File: config.mk
export PLATFORM = sky130hd
export DESIGN_NAME = m_uart_buf_ctrl
export DESIGN_NICKNAME = d
export VERILOG_FILES = /design/src/rtl/m_uart_pkg.sv /design/src/rtl/m_line_writer.sv /design/src/rtl/m_uart_buf_ctrl.sv
export SDC_FILE = /design/constraint.sdc
export NUM_CORES = 1
export LEC_CHECK = 0
export CORE_MARGIN = 5
export CORE_UTILIZATION = 52
export DETAILED_ROUTE_END_ITERATION = 8
export PLACE_DENSITY = 0.85
export SETUP_SLACK_MARGIN = 0.5
export SYNTH_ARGS = -nofsm -noshare
export SYNTH_HDL_FRONTEND = slang
export SYNTH_SLANG_ARGS = --single-unit
File: constraint.sdc
create_clock -name CLK -period 4.2 [get_ports CLK]
set_input_delay 1.05 -clock CLK [delete_from_list [all_inputs] [get_ports CLK]]
set_output_delay 1.05 -clock CLK [all_outputs]
set_load 0.005 [all_outputs]
File: src/rtl/m_uart_pkg.sv
// Shared character constants and FSM state types for the UART buffer controller.
package m_uart_pkg;

  localparam logic [7:0] CHAR_CR  = 8'h0d;
  localparam logic [7:0] CHAR_LF  = 8'h0a;
  localparam logic [7:0] CHAR_NUL = 8'h00;

  typedef enum logic [1:0] {
    T_IDLE  = 2'd0,
    T_FETCH = 2'd1,
    T_SEND  = 2'd2
  } tx_state_t;

  typedef enum logic [1:0] {
    W_IDLE = 2'd0,
    W_LF   = 2'd1,
    W_NUL  = 2'd2
  } wr_state_t;

endpackage

File: src/rtl/m_line_writer.sv
// RX line writer: stores received bytes at RX_BASE, terminates a line on CR with LF+NUL,
// and flags a completed line so the top level can echo it.
module m_line_writer
  import m_uart_pkg::*;
#(
  parameter logic [9:0] RX_BASE  = 10'h100,
  parameter int         LINE_MAX = 128
) (
  input  logic       clk,
  input  logic       rst,
  input  logic       hold,
  input  logic       rx_valid,
  input  logic [7:0] rx_data,
  output logic       rx_ready,
  output logic       we,
  output logic [9:0] waddr,
  output logic [7:0] wdata,
  output logic       ovf,
  output logic       line_done
);

  // Three slots are always kept free so CR, LF and NUL fit after the payload.
  localparam logic [9:0] WLIMIT = RX_BASE + 10'(LINE_MAX - 3);

  wr_state_t  state;
  logic [9:0] wptr;
  logic       accept;
  logic       is_cr;
  logic       room;

  assign rx_ready = !rst && (state == W_IDLE) && !hold;
  assign accept   = rx_ready && rx_valid;
  assign is_cr    = (rx_data == CHAR_CR);
  assign room     = (wptr < WLIMIT);

  always_comb begin
    we        = 1'b0;
    waddr     = 10'd0;
    wdata     = 8'd0;
    line_done = 1'b0;
    if (!rst) begin
      case (state)
        W_IDLE: begin
          if (accept && (is_cr || room)) begin
            we    = 1'b1;
            waddr = wptr;
            wdata = rx_data;
          end
        end
        W_LF: begin
          we    = 1'b1;
          waddr = wptr;
          wdata = CHAR_LF;
        end
        W_NUL: begin
          we        = 1'b1;
          waddr     = wptr;
          wdata     = CHAR_NUL;
          line_done = 1'b1;
        end
        default: ;
      endcase
    end
  end

  always_ff @(posedge clk) begin
    if (rst) begin
      state <= W_IDLE;
      wptr  <= RX_BASE;
      ovf   <= 1'b0;
    end else begin
      case (state)
        W_IDLE: begin
          if (accept) begin
            if (is_cr) begin
              wptr  <= wptr + 10'd1;
              ovf   <= 1'b0;
              state <= W_LF;
            end else if (room) begin
              wptr <= wptr + 10'd1;
            end else begin
              ovf <= 1'b1;
            end
          end
        end
        W_LF: begin
          wptr  <= wptr + 10'd1;
          state <= W_NUL;
        end
        W_NUL: begin
          wptr  <= RX_BASE;
          state <= W_IDLE;
        end
        default: state <= W_IDLE;
      endcase
    end
  end

endmodule

File: src/rtl/m_uart_buf_ctrl.sv
// UART buffer sequencer: streams NUL-terminated strings from memory to UART TX and
// echoes completed RX lines; arbitrates the START string against pending echoes.
module m_uart_buf_ctrl
  import m_uart_pkg::*;
#(
  parameter logic [9:0] TX_BASE  = 10'h000,
  parameter logic [9:0] RX_BASE  = 10'h100,
  parameter int         LINE_MAX = 128,
  parameter int         MAX_LEN  = 256
) (
  input  logic       CLK,
  input  logic       RST,
  input  logic       START,
  output logic       BUSY,
  output logic       DONE,
  output logic       OVF,
  output logic       TX_VALID,
  input  logic       TX_READY,
  output logic [7:0] TX_DATA,
  input  logic       RX_VALID,
  output logic       RX_READY,
  input  logic [7:0] RX_DATA,
  output logic [9:0] MEM_RADDR,
  input  logic [7:0] MEM_RDATA,
  output logic       MEM_WE,
  output logic [9:0] MEM_WADDR,
  output logic [7:0] MEM_WDATA
);

  localparam int CNT_W = $clog2(MAX_LEN + 1);

  tx_state_t        tx_state;
  logic [9:0]       rptr;
  logic [CNT_W-1:0] cnt;
  logic             echo_req;
  logic             echo_active;
  logic             line_done;

  assign MEM_RADDR = rptr;

  // RX is held off while an echo is pending or in flight so the line is not overwritten.
  m_line_writer #(
    .RX_BASE  (RX_BASE),
    .LINE_MAX (LINE_MAX)
  ) u_writer (
    .clk       (CLK),
    .rst       (RST),
    .hold      (echo_req || echo_active),
    .rx_valid  (RX_VALID),
    .rx_data   (RX_DATA),
    .rx_ready  (RX_READY),
    .we        (MEM_WE),
    .waddr     (MEM_WADDR),
    .wdata     (MEM_WDATA),
    .ovf       (OVF),
    .line_done (line_done)
  );

  always_ff @(posedge CLK) begin
    if (RST) begin
      tx_state    <= T_IDLE;
      rptr        <= TX_BASE;
      cnt         <= '0;
      BUSY        <= 1'b0;
      DONE        <= 1'b0;
      TX_VALID    <= 1'b0;
      TX_DATA     <= 8'd0;
      echo_req    <= 1'b0;
      echo_active <= 1'b0;
    end else begin
      DONE <= 1'b0;
      case (tx_state)
        T_IDLE: begin
          // A pending echo wins over a simultaneous START; that START is dropped.
          if (echo_req) begin
            rptr        <= RX_BASE;
            cnt         <= '0;
            echo_req    <= 1'b0;
            echo_active <= 1'b1;
            BUSY        <= 1'b1;
            tx_state    <= T_FETCH;
          end else if (START) begin
            rptr     <= TX_BASE;
            cnt      <= '0;
            BUSY     <= 1'b1;
            tx_state <= T_FETCH;
          end
        end
        T_FETCH: begin
          if (MEM_RDATA == CHAR_NUL || cnt == CNT_W'(MAX_LEN)) begin
            DONE        <= 1'b1;
            BUSY        <= 1'b0;
            echo_active <= 1'b0;
            tx_state    <= T_IDLE;
          end else begin
            TX_DATA  <= MEM_RDATA;
            TX_VALID <= 1'b1;
            tx_state <= T_SEND;
          end
        end
        T_SEND: begin
          if (TX_READY) begin
            TX_VALID <= 1'b0;
            rptr     <= rptr + 10'd1;
            cnt      <= cnt + CNT_W'(1);
            tx_state <= T_FETCH;
          end
        end
        default: tx_state <= T_IDLE;
      endcase
      if (line_done) echo_req <= 1'b1;
    end
  end

endmodule
-- Word level (Yosys, flattened, before mapping)
Cells that the tools add are included.
- $add $sub $neg: 3
- magnitude comparators: 1
- eq/ne operators: 15
- mux-type cells: 45
- bitwise logic cells: 2
- reduce and logical (&&, ||, !) cells: 28
- operators with widths (operator ; count):
    two-way mux 10 bit ; 8
    case mux 10 bit (2 select lines) ; 2
    case mux 10 bit (3 select lines) ; 1
    two-way mux 9 bit ; 3
    adder 10 x 1 -> 10 bit (second input constant) ; 2
    case mux 9 bit (2 select lines) ; 1
    AND reduction 3 bit ; 6
    two-way mux 8 bit ; 2
    case mux 8 bit (2 select lines) ; 1
    two-way mux 1 bit ; 15
    two-way mux 2 bit ; 6
    less-than comparator 10 x 9 -> 1 bit (second input constant) ; 1
    adder 9 x 1 -> 9 bit (second input constant) ; 1
    equality test 9 bit (second input constant) ; 1
    equality test 8 x 4 -> 1 bit (second input constant) ; 1
    logical NOT 8 bit ; 1
    inequality test 2 bit (second input constant) ; 4
    case mux 1 bit (2 select lines) ; 4
    nonzero test 2 bit ; 4
    inequality test 2 x 1 -> 1 bit (second input constant) ; 3
    case mux 2 bit (3 select lines) ; 1
    AND reduction 2 bit ; 3
    equality test 2 x 1 -> 1 bit (second input constant) ; 2
    equality test 2 bit (second input constant) ; 2
    other kinds (10) ; 19
- register bits after elaboration: 47
- input bits: 21
- output and inout port bits: 42
- logic and storage cells: 106

-- Logic depth before layout (Yosys ltp)
- depth after elaboration: 8
- mapped depth: 8
- gate-level depth less buffers: 7

-- Cells and area by module
A second synthesis with hierarchy kept.
- cell total of the unflattened synthesis: 303
- area total of the unflattened synthesis: 2563.7 um^2
- by module, submodules not included (module ; times used ; cells each ; area an instance (um^2) ; sequential area each (um^2)):
    m_uart_buf_ctrl ; 1 ; 182 ; 1602.8 ; 680.7
    m_line_writer ; 1 ; 121 ; 960.9 ; 260.2

-- Worst setup path after synthesis
Ideal clock, no wire load.
- path type: input -> output
- from: in RST
- to: out MEM_WADDR[0]
- arrival time: 2.241 ns
- required time: 3.150 ns
- path slack: 0.909 ns
- stages on the path: 7
- path buffers: 2
- cell sequence: buf_6 -> nor4b_4 -> nand2_1 -> a21oi_2 -> o21a_1 -> buf_6 -> and2_1
- longest elaborated chain between the ends: 8
- RTL lines (element ; RTL line ; RTL):
    from (decl) ; m_uart_buf_ctrl.sv:12 ; input logic RST,
    logical NOT 1 bit ; -- ;
    logical AND 1 bit (2 in a row) ; m_line_writer.sv:31 ; assign rx_ready = !rst && (state == W_IDLE) && !hold;
    named net RX_READY ; m_uart_buf_ctrl.sv:21 ; output logic RX_READY,
    logical AND 1 bit ; m_line_writer.sv:32 ; assign accept = rx_ready && rx_valid;
    logical AND 1 bit ; m_line_writer.sv:44 ; if (accept && (is_cr || room)) begin
    two-way mux 10 bit ; m_line_writer.sv:44 ;
    case mux 10 bit (2 select lines) ; m_line_writer.sv:42 ; case (state)
    two-way mux 10 bit ; m_line_writer.sv:41 ; if (!rst) begin
    to (decl) ; m_uart_buf_ctrl.sv:26 ; output logic [9:0] MEM_WADDR,
The timed path passes the listed nets, and every way through them passes these cells.

-- Final worst setup path
- from: reg u_writer.wptr[1]
- to: out MEM_WADDR[5]
- longest elaborated chain between the ends: 6
- RTL lines (element ; RTL line ; RTL):
    from (decl) ; m_line_writer.sv:26 ; logic [9:0] wptr;
    from (signal assigned) ; m_line_writer.sv:76 ; wptr <= wptr + 10'd1;
    from (signal assigned) ; m_line_writer.sv:80 ; wptr <= wptr + 10'd1;
    from (signal assigned) ; m_line_writer.sv:87 ; wptr <= wptr + 10'd1;
    less-than comparator 10 x 9 -> 1 bit ; m_line_writer.sv:34 ; assign room = (wptr < WLIMIT);
    logical OR 1 bit ; m_line_writer.sv:44 ;
    logical AND 1 bit ; m_line_writer.sv:44 ;
    two-way mux 10 bit ; m_line_writer.sv:44 ;
    case mux 10 bit (2 select lines) ; m_line_writer.sv:42 ;
    two-way mux 10 bit ; m_line_writer.sv:41 ;
No other way between the ends.

==> impl_metrics.env <==
export IMPL_numCtsBuffers=5
export IMPL_synth_edf_count=0
export IMPL_vias_per_cell=5.67
export IMPL_end_kind="primary output"
export IMPL_r2r_start="u_writer.state[0]"
export IMPL_ys_ff_latch=47
export IMPL_pwr_density_cell_nw_per_um2=279
export IMPL_drt_wl_total_um=5900
export IMPL_wire_per_inst_um=14.4
export IMPL_drive_gt1_share_pct=9.52
export IMPL_instances_no_fill=409
export IMPL_worst_setup_path_start_kind="flop"
export IMPL_clockRootBuffer="clkbuf_8"
export IMPL_clockBufferDepth=2
export IMPL_dp_cells=392
export IMPL_die_h_um=78.2
export IMPL_syn2layout_area_growth_pct=34.7
export IMPL_dp_hpwl_um=4220
export IMPL_firstDrtPassIters=4
export IMPL_min_from="TX_VALID"
export IMPL_synthDistinctLibCells=46
export IMPL_die_x_um=78.2
export IMPL_ys_seq_area_share_pct=38.9
export IMPL_final_antenna_net_count=0
export IMPL_peakVddDrop_uv=209
export IMPL_place_gp_congestion=0.837
export IMPL_rsz0062_at_grt="false"
export IMPL_startpoint="u_writer.wptr[1]"
export IMPL_synth_most_common_cell="dfxtp_1"
export IMPL_period_minus_slack_ps=3630
export IMPL_syn_instance_count=285
export IMPL_syn_nets=316
export IMPL_place_area_um2=3080
export IMPL_final_util_pct=73.2
export IMPL_arrival_ps=2580
export IMPL_grt_pass1_wl_um=10100
export IMPL_clkLatencyLatePin_ps=310
export IMPL_async_flop_share_pct=0
export IMPL_nNetsFinal=387
export IMPL_min_path_type="flop to flop"
export IMPL_grt_pass1_vias=2283
export IMPL_clkSlewWorstSetupHoldPaths_ps=80
export IMPL_syn_area_per_cell_um2=8.48
export IMPL_io_pins=63
export IMPL_cts_tree="built"
export IMPL_syn_cell_area_um2=2420
export IMPL_setup_tns_ps=0
export IMPL_die_area_um2=6110
export IMPL_clock_sinks=47
export IMPL_num_vias=2321
export IMPL_max_cap_violations=0
export IMPL_cts_max_level=2
export IMPL_leakagePower_nw=1.39
export IMPL_tightest_slew_ps=1000
export IMPL_num_rows=24
export IMPL_drc_errors=0
export IMPL_dr_first_iter_drc_count=130
export IMPL_port_buffers=62
export IMPL_finalClockSkew_ps=6.62
export IMPL_diodes=0
export IMPL_status="complete, no violations"
export IMPL_initial_core_util_pct=54.4
export IMPL_period_share_pct=86.4
export IMPL_grtUsageTotal_pct=19.9
export IMPL_setup_viol_count_final=0
export IMPL_core_um2=4440
export IMPL_yosysWarnings=0
export IMPL_max_slew_margin_pct=32.6
export IMPL_gr_total_overflow=0
export IMPL_hold_viol=0
export IMPL_synth_top_area_share_pct=38.9
export IMPL_worstPathRequired_ps=3150
export IMPL_grt_start_max_net_pins=37
export IMPL_synth_area_leaders="dfxtp_1 39%, nor2_1 7.1%, a21oi_1 5.2%, ha_1 5.2%, xor2_1 4.7%"
export IMPL_fmax_ghz=0.275
export IMPL_worstSetupPathType="flop to primary output"
export IMPL_synth_ff_type="dfxtp_1"
export IMPL_crit_path_max_fanout=6
export IMPL_maxSlewViolCount=0
export IMPL_antenna_found_initial=0
export IMPL_fin_area_um2=3250
export IMPL_yosys_area_top_type="dfxtp_1"
export IMPL_n_fill_cell=324
export IMPL_synthTopCellsByCount="47 x dfxtp_1, 46 x nor2_1, 25 x a21oi_1"
worst max-delay path, cell delays in order, from the launching register on:
cell           delay (ps)
dfxtp_1               460
inv_1                 100
ha_1                  220
o41ai_4               600
a21oi_4               140
o21a_2                240
buf_4                 130
and2_1                140
dlygate4sd2_1         250
timing repair:
action	CTS	global route
setup endpoints to repair	19	9
pin swaps	8	4
cloned	1	0
gates resized for setup	29	17
hold buffers	0	0
setup buffers	6	2
stage by stage:
step           hold slack (ps)  setup WS (ps)  power [mW]
2_1_floorplan              453            909       0.547
3_3_place_gp               453            195       0.608
3_5_place_dp               452           82.8       0.611
4_1_cts                    469            373       0.909
5_1_grt                    508            503       0.951
6_report                   467            570       0.908
final timing paths:
kind	endpoint	slack, ps	cells past startpoint
worst max-delay path	MEM_WADDR[5]	570	8
worst max register to register	u_writer.wptr[8]	1880	8
worst min register to register	TX_VALID	470	2
worst min-delay path	TX_VALID	470	2
state kept, by name, indices dropped and copies added (netlist names):
signal	count
echo_active	1
tx_state	2
BUSY	1
u_writer.state	2
echo_req	1
TX_DATA	8
u_writer.ovf	1
cnt	9
MEM_RADDR	10
u_writer.wptr	10
DONE	1
TX_VALID	1
final cells by class:
cell class	instances	area, um^2	area share [%]
Clock buffer	7	96.3	2.96
Clock inverter	1	7.51	0.231
Inverter	13	48.8	1.50
Multi-Input combinational cell	216	1410	43.3
Sequential cell	47	941	28.9
Tap cell	52	65.1	2.00
Timing Repair Buffer	73	688	21.1
report_power, final:
part	switching, mW	leakage (nW)	internal (mW)
clock	0.151	0.0505	0.150
sequential	0.0110	0.380	0.456
combinational	0.0693	0.964	0.0707
total	0.231	1.39	0.676
metal layers:
metal | vias up | part of all wire, % | GRT usage (%)
li1 | 1140 | - | -
met1 | 1088 | 40 | 22.6
met2 | 83 | 52 | 36.8
met3 | 10 | 6.5 | 4.23
met4 | 0 | 1.4 | 6.82
met5 | - | 0 | 0
cells in the final DEF, fill, tap and decap left out, types with 3 or more instances in the layout:
master	instances
clkdlybuf4s50_1	34
and2_1	16
nand3_1	10
a31oi_1	4
clkbuf_8	7
nor2_1	46
nor3_1	3
and3_1	4
xor2_1	13
inv_1	13
o21ai_0	8
clkbuf_2	3
buf_4	8
clkdlybuf4s15_1	4
dlymetal6s2s_1	4
buf_6	3
nand2_1	19
ha_1	10
mux2i_1	10
nand4_1	9
dlygate4sd2_1	17
a21oi_1	25
nand3b_1	3
dfxtp_1	47
logic make-up after synthesis:
group,count (synthesis),synth area share (%)
AND/OR/NAND/NOR,123,25.9
AO/OA/AOI/OAI,58,16.5
flip-flops,47,38.9
buffers and inverters,23,4.25
XOR/XNOR,14,5.08
multiplexers,10,4.14
adder cells (fa/ha/maj),10,5.18
Power figures use the tool's default switching activity.
